$ cat config.mk
export PLATFORM = sky130hd
export DESIGN_NAME = pong_game_seq_flat
export DESIGN_NICKNAME = d
export VERILOG_FILES = /design/src/rtl/pong_pkg.sv /design/src/rtl/pong_game_seq_if.sv /design/src/rtl/frame_tick_gen.sv /design/src/rtl/pong_game_seq.sv /design/src/flat_wrapper.sv
export SDC_FILE = /design/constraint.sdc
export NUM_CORES = 1
export LEC_CHECK = 0
export ABC_CLOCK_PERIOD_IN_PS = 1500
export CORE_UTILIZATION = 45
export DETAILED_ROUTE_END_ITERATION = 8
export GPL_ROUTABILITY_DRIVEN = 0
export PLACE_DENSITY = 0.73
export SLEW_MARGIN = 20
export SYNTH_ARGS = -nofsm -noshare
export SYNTH_HDL_FRONTEND = slang
export SYNTH_HIERARCHICAL = 1
export SYNTH_SLANG_ARGS = --single-unit
$ cat constraint.sdc
create_clock -name clk_i -period 1.5 [get_ports clk_i]
set_clock_uncertainty 0.1 [all_clocks]
set_input_delay 0.3 -clock clk_i [delete_from_list [all_inputs] [get_ports clk_i]]
set_output_delay 0.3 -clock clk_i [all_outputs]
set_load 0.01 [all_outputs]
$ cat src/rtl/pong_pkg.sv
// pong_pkg: shared state encodings, screen geometry and BCD helper for the pong game
package pong_pkg;
  typedef enum logic [2:0] {
    ATTRACT = 3'd0,
    SERVE   = 3'd1,
    PLAY    = 3'd2,
    POINT   = 3'd3,
    OVER    = 3'd4
  } state_t;
  localparam int SCREEN_WIDTH  = 640;
  localparam int SCREEN_HEIGHT = 480;
  localparam int H_TOTAL       = 800;
  localparam int V_TOTAL       = 525;
  localparam logic [7:0] BCD_MAX = 8'h99;
  // two-digit BCD increment that saturates at 99
  function automatic logic [7:0] bcd_inc(input logic [7:0] v);
    return (v == BCD_MAX) ? v :
           (v[3:0] == 4'd9) ? {v[7:4] + 4'd1, 4'd0} : {v[7:4], v[3:0] + 4'd1};
  endfunction
endpackage

$ cat src/rtl/pong_game_seq_if.sv
// pong_game_seq_if: scan position, buttons, ball events and game strobes of the sequencer
interface pong_game_seq_if;
  logic [9:0] x_i;
  logic [9:0] y_i;
  logic       btn_start_i;
  logic       btn_up_i;
  logic       btn_dwn_i;
  logic       hit_i;
  logic       miss_i;
  logic       tick_o;
  logic       serve_o;
  logic       ball_step_o;
  logic       paddle_up_o;
  logic       paddle_dn_o;
  logic [7:0] score_o;
  logic [1:0] lives_o;
  logic [2:0] state_o;
  modport master (
    output x_i, y_i, btn_start_i, btn_up_i, btn_dwn_i, hit_i, miss_i,
    input  tick_o, serve_o, ball_step_o, paddle_up_o, paddle_dn_o, score_o, lives_o, state_o
  );
  modport slave (
    input  x_i, y_i, btn_start_i, btn_up_i, btn_dwn_i, hit_i, miss_i,
    output tick_o, serve_o, ball_step_o, paddle_up_o, paddle_dn_o, score_o, lives_o, state_o
  );
endinterface

$ cat src/rtl/frame_tick_gen.sv
// frame_tick_gen: once-per-frame tick from scan position plus frame-sampled, synchronized buttons
module frame_tick_gen #(
  parameter logic [9:0] H_TICK = 10'd0,
  parameter logic [9:0] V_TICK = 10'd480
) (
  input  logic       clk_i,
  input  logic       reset_i,
  input  logic [9:0] x_i,
  input  logic [9:0] y_i,
  input  logic       btn_start_i,
  input  logic       btn_up_i,
  input  logic       btn_dwn_i,
  output logic       tick_o,
  output logic       start_press_o,
  output logic       up_o,
  output logic       dn_o
);
  logic       match;
  logic [2:0] sync1;
  logic [2:0] sync2;
  logic       start_q;
  logic       start_prev;
  assign match = (x_i == H_TICK) && (y_i == V_TICK);
  // sampled levels only change at the scan match, so they are stable when the tick appears
  assign start_press_o = tick_o && start_q && !start_prev;
  // two-flop synchronizers, registered tick, and once-per-frame button sampling for debounce
  always_ff @(posedge clk_i) begin
    if (reset_i) begin
      sync1      <= 3'b000;
      sync2      <= 3'b000;
      tick_o     <= 1'b0;
      start_q    <= 1'b0;
      start_prev <= 1'b0;
      up_o       <= 1'b0;
      dn_o       <= 1'b0;
    end else begin
      sync1  <= {btn_start_i, btn_up_i, btn_dwn_i};
      sync2  <= sync1;
      tick_o <= match;
      if (match) begin
        start_q    <= sync2[2];
        start_prev <= start_q;
        up_o       <= sync2[1];
        dn_o       <= sync2[0];
      end
    end
  end
endmodule

$ cat src/rtl/pong_game_seq.sv
// pong_game_seq: game-flow FSM pacing ball and paddle steps, keeping BCD score and lives
module pong_game_seq
  import pong_pkg::*;
#(
  parameter logic [9:0] H_TICK       = 10'd0,
  parameter logic [9:0] V_TICK       = 10'd480,
  parameter logic [3:0] BALL_DIV     = 4'd1,
  parameter logic [7:0] SERVE_FRAMES = 8'd60,
  parameter logic [7:0] POINT_FRAMES = 8'd30,
  parameter logic [1:0] LIVES        = 2'd3
) (
  input logic            clk_i,
  input logic            reset_i,
  pong_game_seq_if.slave bus
);
  state_t     state;
  state_t     next_state;
  logic       entry;
  logic [7:0] frame_cnt;
  logic [3:0] ball_div;
  logic [7:0] score;
  logic [7:0] score_n;
  logic [1:0] lives;
  logic [1:0] lives_n;
  logic       tick;
  logic       start_press;
  logic       up_s;
  logic       dn_s;
  logic       paddle_ok;
  frame_tick_gen #(.H_TICK(H_TICK), .V_TICK(V_TICK)) u_tick (
    .clk_i         (clk_i),
    .reset_i       (reset_i),
    .x_i           (bus.x_i),
    .y_i           (bus.y_i),
    .btn_start_i   (bus.btn_start_i),
    .btn_up_i      (bus.btn_up_i),
    .btn_dwn_i     (bus.btn_dwn_i),
    .tick_o        (tick),
    .start_press_o (start_press),
    .up_o          (up_s),
    .dn_o          (dn_s)
  );
  // strobes are decoded from registered state, tick and sampled buttons, so they line up with tick_o
  assign paddle_ok       = tick && (state == SERVE || state == PLAY);
  assign bus.tick_o      = tick;
  assign bus.serve_o     = entry && (state == SERVE);
  assign bus.ball_step_o = tick && (state == PLAY) && (ball_div == BALL_DIV - 4'd1);
  assign bus.paddle_up_o = paddle_ok && up_s && !dn_s;
  assign bus.paddle_dn_o = paddle_ok && dn_s && !up_s;
  assign bus.score_o     = score;
  assign bus.lives_o     = lives;
  assign bus.state_o     = state;
  // state, score, lives and the per-state frame and ball-step counters
  always_ff @(posedge clk_i) begin
    if (reset_i) begin
      state     <= ATTRACT;
      entry     <= 1'b0;
      frame_cnt <= 8'd0;
      ball_div  <= 4'd0;
      score     <= 8'h00;
      lives     <= LIVES;
    end else begin
      state     <= next_state;
      entry     <= next_state != state;
      frame_cnt <= (next_state != state) ? 8'd0 : frame_cnt + {7'd0, tick};
      ball_div  <= (state != PLAY) ? 4'd0 :
                   !tick ? ball_div :
                   (ball_div == BALL_DIV - 4'd1) ? 4'd0 : ball_div + 4'd1;
      score     <= score_n;
      lives     <= lives_n;
    end
  end
  // next state plus score/lives updates; a miss in the same cycle as a hit drops the hit
  always_comb begin
    next_state = state;
    score_n    = score;
    lives_n    = lives;
    case (state)
      ATTRACT, OVER: begin
        if (start_press) begin
          next_state = SERVE;
          score_n    = 8'h00;
          lives_n    = LIVES;
        end
      end
      SERVE: next_state = (tick && frame_cnt == SERVE_FRAMES - 8'd1) ? PLAY : SERVE;
      PLAY: begin
        if (bus.miss_i) begin
          next_state = POINT;
          lives_n    = lives - 2'd1;
        end else if (bus.hit_i) begin
          score_n = bcd_inc(score);
        end
      end
      POINT: begin
        if (tick && frame_cnt == POINT_FRAMES - 8'd1) next_state = (lives == 2'd0) ? OVER : SERVE;
      end
      default: next_state = ATTRACT;
    endcase
  end
endmodule

$ cat src/flat_wrapper.sv
// flat-port wrapper written by rule: the top's interface ports become plain ports
module pong_game_seq_flat import pong_pkg::*;
#(
  parameter logic [9:0] H_TICK       = 10'd0,
  parameter logic [9:0] V_TICK       = 10'd480,
  parameter logic [3:0] BALL_DIV     = 4'd1,
  parameter logic [7:0] SERVE_FRAMES = 8'd60,
  parameter logic [7:0] POINT_FRAMES = 8'd30,
  parameter logic [1:0] LIVES        = 2'd3
)
  (clk_i, reset_i, bus_x_i, bus_y_i, bus_btn_start_i, bus_btn_up_i, bus_btn_dwn_i, bus_hit_i, bus_miss_i, bus_tick_o, bus_serve_o, bus_ball_step_o, bus_paddle_up_o, bus_paddle_dn_o, bus_score_o, bus_lives_o, bus_state_o);
  pong_game_seq_if bus_i ();
  input logic clk_i;
  input logic reset_i;
  input wire logic [$bits(bus_i.x_i)-1:0] bus_x_i;
  input wire logic [$bits(bus_i.y_i)-1:0] bus_y_i;
  input wire logic [$bits(bus_i.btn_start_i)-1:0] bus_btn_start_i;
  input wire logic [$bits(bus_i.btn_up_i)-1:0] bus_btn_up_i;
  input wire logic [$bits(bus_i.btn_dwn_i)-1:0] bus_btn_dwn_i;
  input wire logic [$bits(bus_i.hit_i)-1:0] bus_hit_i;
  input wire logic [$bits(bus_i.miss_i)-1:0] bus_miss_i;
  output wire logic [$bits(bus_i.tick_o)-1:0] bus_tick_o;
  output wire logic [$bits(bus_i.serve_o)-1:0] bus_serve_o;
  output wire logic [$bits(bus_i.ball_step_o)-1:0] bus_ball_step_o;
  output wire logic [$bits(bus_i.paddle_up_o)-1:0] bus_paddle_up_o;
  output wire logic [$bits(bus_i.paddle_dn_o)-1:0] bus_paddle_dn_o;
  output wire logic [$bits(bus_i.score_o)-1:0] bus_score_o;
  output wire logic [$bits(bus_i.lives_o)-1:0] bus_lives_o;
  output wire logic [$bits(bus_i.state_o)-1:0] bus_state_o;
  assign bus_i.x_i = bus_x_i;
  assign bus_i.y_i = bus_y_i;
  assign bus_i.btn_start_i = bus_btn_start_i;
  assign bus_i.btn_up_i = bus_btn_up_i;
  assign bus_i.btn_dwn_i = bus_btn_dwn_i;
  assign bus_i.hit_i = bus_hit_i;
  assign bus_i.miss_i = bus_miss_i;
  assign bus_tick_o = bus_i.tick_o;
  assign bus_serve_o = bus_i.serve_o;
  assign bus_ball_step_o = bus_i.ball_step_o;
  assign bus_paddle_up_o = bus_i.paddle_up_o;
  assign bus_paddle_dn_o = bus_i.paddle_dn_o;
  assign bus_score_o = bus_i.score_o;
  assign bus_lives_o = bus_i.lives_o;
  assign bus_state_o = bus_i.state_o;
  pong_game_seq #(.H_TICK(H_TICK), .V_TICK(V_TICK), .BALL_DIV(BALL_DIV), .SERVE_FRAMES(SERVE_FRAMES), .POINT_FRAMES(POINT_FRAMES), .LIVES(LIVES)) u_core (.clk_i(clk_i), .reset_i(reset_i), .bus(bus_i));
endmodule
==> run_results.csv <==
group,metric,value,unit
status,status,"finished with violations",
status,violations,"negative setup slack",
routing,antenna_left,0,
clocking,cts_tree,"done",
sta,drv_slew,0,
synthesis,yosysMostFrequentCell,"dfxtp_1",
worst_setup_path,r2r_end,"u_core/frame_cnt[2]",
synthesis,ys_seq_area_frac,0.370,
sta,period_share,1.17,
synthesis,yosysWarnings,6,
sta,max_freq,0.571,GHz
routing,first_pass_iters,6,
synthesis,synth_area_leaders,"dfxtp_1 (37%), ha_1 (5.6%), nor2b_1 (4.1%), mux2i_1 (3.0%), nor2_1 (3.0%)",
routing,vias,2090,
worst_setup_path,timing.rr.start,"u_core/bus.state_o[1]",
layout,diodes,0,
clocking,clock-root-buffer,"clkbuf_8",
synthesis,synth_fp_nets,250,
routing,drc,0,
synthesis,ys.flop_type,"dfxtp_1",
global_route,gr-usage-all-layers,0.243,
sta,maxSlewHeadroom,0.775,
sta,setup_viol,24,
pwr,peakVddDrop,489,uV
routing,wl_per_cell,16.4,um
routing,drt_iter0_drc,85,
worst_setup_path,critPathLaunchType,"flop",
synthesis,syn_inst,214,
worst_setup_path,r2r_cells,6,
worst_setup_path,ff2ff_setup_slack,-250,ps
synthesis,synthTopCellsByCount,"dfxtp_1 (37), nor2_1 (16), nor2b_1 (13)",
worst_setup_path,crit_start,"u_core/bus.state_o[1]",
sta,finalHoldViolations,0,
job,maxCapViolCount,0,
worst_setup_path,critPathSlowestCell,"dfxtp_4",
routing,drt-vias-per-instance,5.54,
die,io_pins,45,
clocking,clock_latency,290,ps
pwr,p_per_area,562,mW/mm2
global_route,grt_pass1_wl,8470,um
sta,timing.final.ws_setup,-251,ps
pwr,switching_power,0.477,mW
placement,port_buffers,44,
layout,drive_above_1_share,0.465,
worst_setup_path,critical_path.cell_chain,"buf_4, and4bb_2, a311oi_4, a211oi_4, buf_6, nor3_1",
synthesis,synth_top_area_cell,"dfxtp_1",
sta,post-route-min-period,1750,ps
die,rows,23,
clocking,ctsHoldBuffers,0,
pwr,p_leak,1.41,nW
worst_setup_path,max_stage_delay,390,ps
sta,timing.setup.tns,-3520,ps
worst_setup_path,crit_path_end_kind,"flop",
global_route,grt_pass1_vias,1899,
die,core,0.00414,mm2
pwr,p_comb_frac,0.118,
placement,dp_hpwl,3480,um
die,dieArea,0.00472,mm2
synthesis,syn_area_per_cell,9.35,um2
synthesis,synth_seq_cells,37,
layout,areaGrowthSynthToFinish,70.8,%
worst_setup_path,worstSetupEndpoint,"u_core/frame_cnt[2]",
pwr,power.internal,1.44,mW
synthesis,postSynth.asyncResetShare,0,
clocking,cts_max_path_buffers,2,
synthesis,syn_area,0.00200,mm2
global_route,grt_max_degree,15,
clocking,h-tree-depth,2,
sta,hold_ws,342,ps
die,die_width,68.7,um
die,dieHeight,68.7,um
global_route,antenna_found_initial,0,
worst_hold_path,hold_path_class,"reg2reg",
synthesis,synth_edf_count,0,
clocking,path_clk_slew,80,ps
pwr,clockPowerShare,0.361,
worst_setup_path,worstPathArrival,1850,ps
clocking,cts_sinks,37,
global_route,overflow,0,
synthesis,ys_types,49,
clocking,cts_buffers,5,
routing,drt-total-wl,6170,um
synthesis,synth_top_cell_area_share,0.370,
sta,rsz0062_at_grt,"yes",
sta,tightest_slew,337,ps
worst_setup_path,cp_max_fo,5,
pwr,seqPwrFrac,0.521,
layout,utilization,0.825,
layout,nets,362,
worst_setup_path,critical_path_class,"reg2reg",
worst_setup_path,critPathRequiredTime,1600,ps
pwr,p_sw_frac,0.249,
die,start_util,0.483,
==> worst min-delay path by stage <==
stage | start | cells after the start | to | slack [ps]
3_5_place_dp | u_core/u_tick/sync1[1] | 1 | u_core/u_tick/sync2[1] | 330
4_1_cts | u_core/u_tick/sync1[1] | 1 | u_core/u_tick/sync2[1] | 340
6_report | u_core/u_tick/sync1[1] | 1 | u_core/u_tick/sync2[1] | 340
2_1_floorplan | u_core/u_tick/sync1[0] | 1 | u_core/u_tick/sync2[0] | 310
5_1_grt | u_core/u_tick/sync1[1] | 1 | u_core/u_tick/sync2[1] | 350
3_3_place_gp | u_core/u_tick/sync1[0] | 1 | u_core/u_tick/sync2[0] | 320
==> cell usage in the layout, fill, tap and decap left out, types with 4 or more instances in the layout <==
master	n
mux2i_1	6
nor2_1	10
buf_6	15
inv_1	9
nand3_2	4
clkbuf_8	5
nor3b_2	4
clkdlybuf4s50_1	23
xor2_1	4
nand2b_1	8
xnor2_1	5
buf_4	55
dfxtp_2	5
ha_1	6
a21oi_1	6
nor3_1	6
nor2b_1	10
nand2_1	7
nor2_4	4
dfxtp_1	29
dlygate4sd2_1	10
nor3_2	4
nand3_1	4
==> flip-flops by register name (all words and copies together) (netlist names) <==
register                  cells
u_core/u_tick/start_q         1
u_core/u_tick/start_prev      1
u_core/u_tick/tick_o          1
u_core/u_tick/up_o            1
u_core/bus.score_o            8
u_core/frame_cnt              8
u_core/ball_div               4
u_core/bus.lives_o            2
u_core/entry                  1
u_core/bus.state_o            3
u_core/u_tick/sync1           3
u_core/u_tick/dn_o            1
u_core/u_tick/sync2           3
==> layout make-up <==
type / count / area (um2)
clock buffer: 5 / 68.8
clock inverter: 3 / 17.5
fill: 256 / 727
inverter: 10 / 37.5
multi-input combinational: 159 / 1480
sequential: 37 / 758
tap: 50 / 62.6
timing repair buffer: 113 / 992
==> worst max-delay path: cells and delay by family, from the launching register on <==
| family | cells | cell delay, ps |
|---|---|---|
| DFF | 1 | 390 |
| AOI/OAI and AO/OA | 2 | 390 |
| and+or+nand+nor | 2 | 490 |
| buffers and inverters | 2 | 290 |
==> per-stage QoR <==
stage               area (um2)  power (mW)  worst slack (ps)  instances
detailed placement        2890        1.20              -398        346
global placement          2890        1.20              -371        346
global route              3420        1.98              -337        377
floorplan                 2110        1.09              -109        214
CTS                       3210        1.90              -205        370
finish                    3420        1.92              -251        377
==> repair_timing <==
action                                  CTS  global route
cloned                                    1             0
gates resized for setup                  74            33
setup buffers                            16             7
pin swaps                                17            17
endpoints found under the setup margin   38            34
==> cells by family after synthesis <==
family	synth area share
xor gates and xnor gates	0.0482
and+or+nand+nor	0.326
AOI/OAI and AO/OA	0.123
adders and majority gates	0.0563
muxes	0.0356
buffers and inverters	0.0407
DFF	0.370
==> power by group through the flow <==
| stage | Combinational, mW | Sequential (mW) | Clock (mW) |
|---|---|---|---|
| 4_1_cts | 0.202 | 0.996 | 0.701 |
| 5_1_grt | 0.240 | 1.00 | 0.744 |
| 2_1_floorplan | 0.0714 | 1.02 | 0 |
| 6_report | 0.227 | 0.999 | 0.693 |
| 3_5_place_dp | 0.181 | 1.02 | 0 |
| 3_3_place_gp | 0.179 | 1.02 | 0 |
==> per-layer routing <==
layer,part of all wire,track usage,wire (um)
met2,0.50,0.440,3070
met1,0.40,0.281,2450
met3,0.060,0.0526,370
met5,0,0,0
met4,0.044,0.0781,271
No activity file was read; power rests on OpenSTA's default activity.
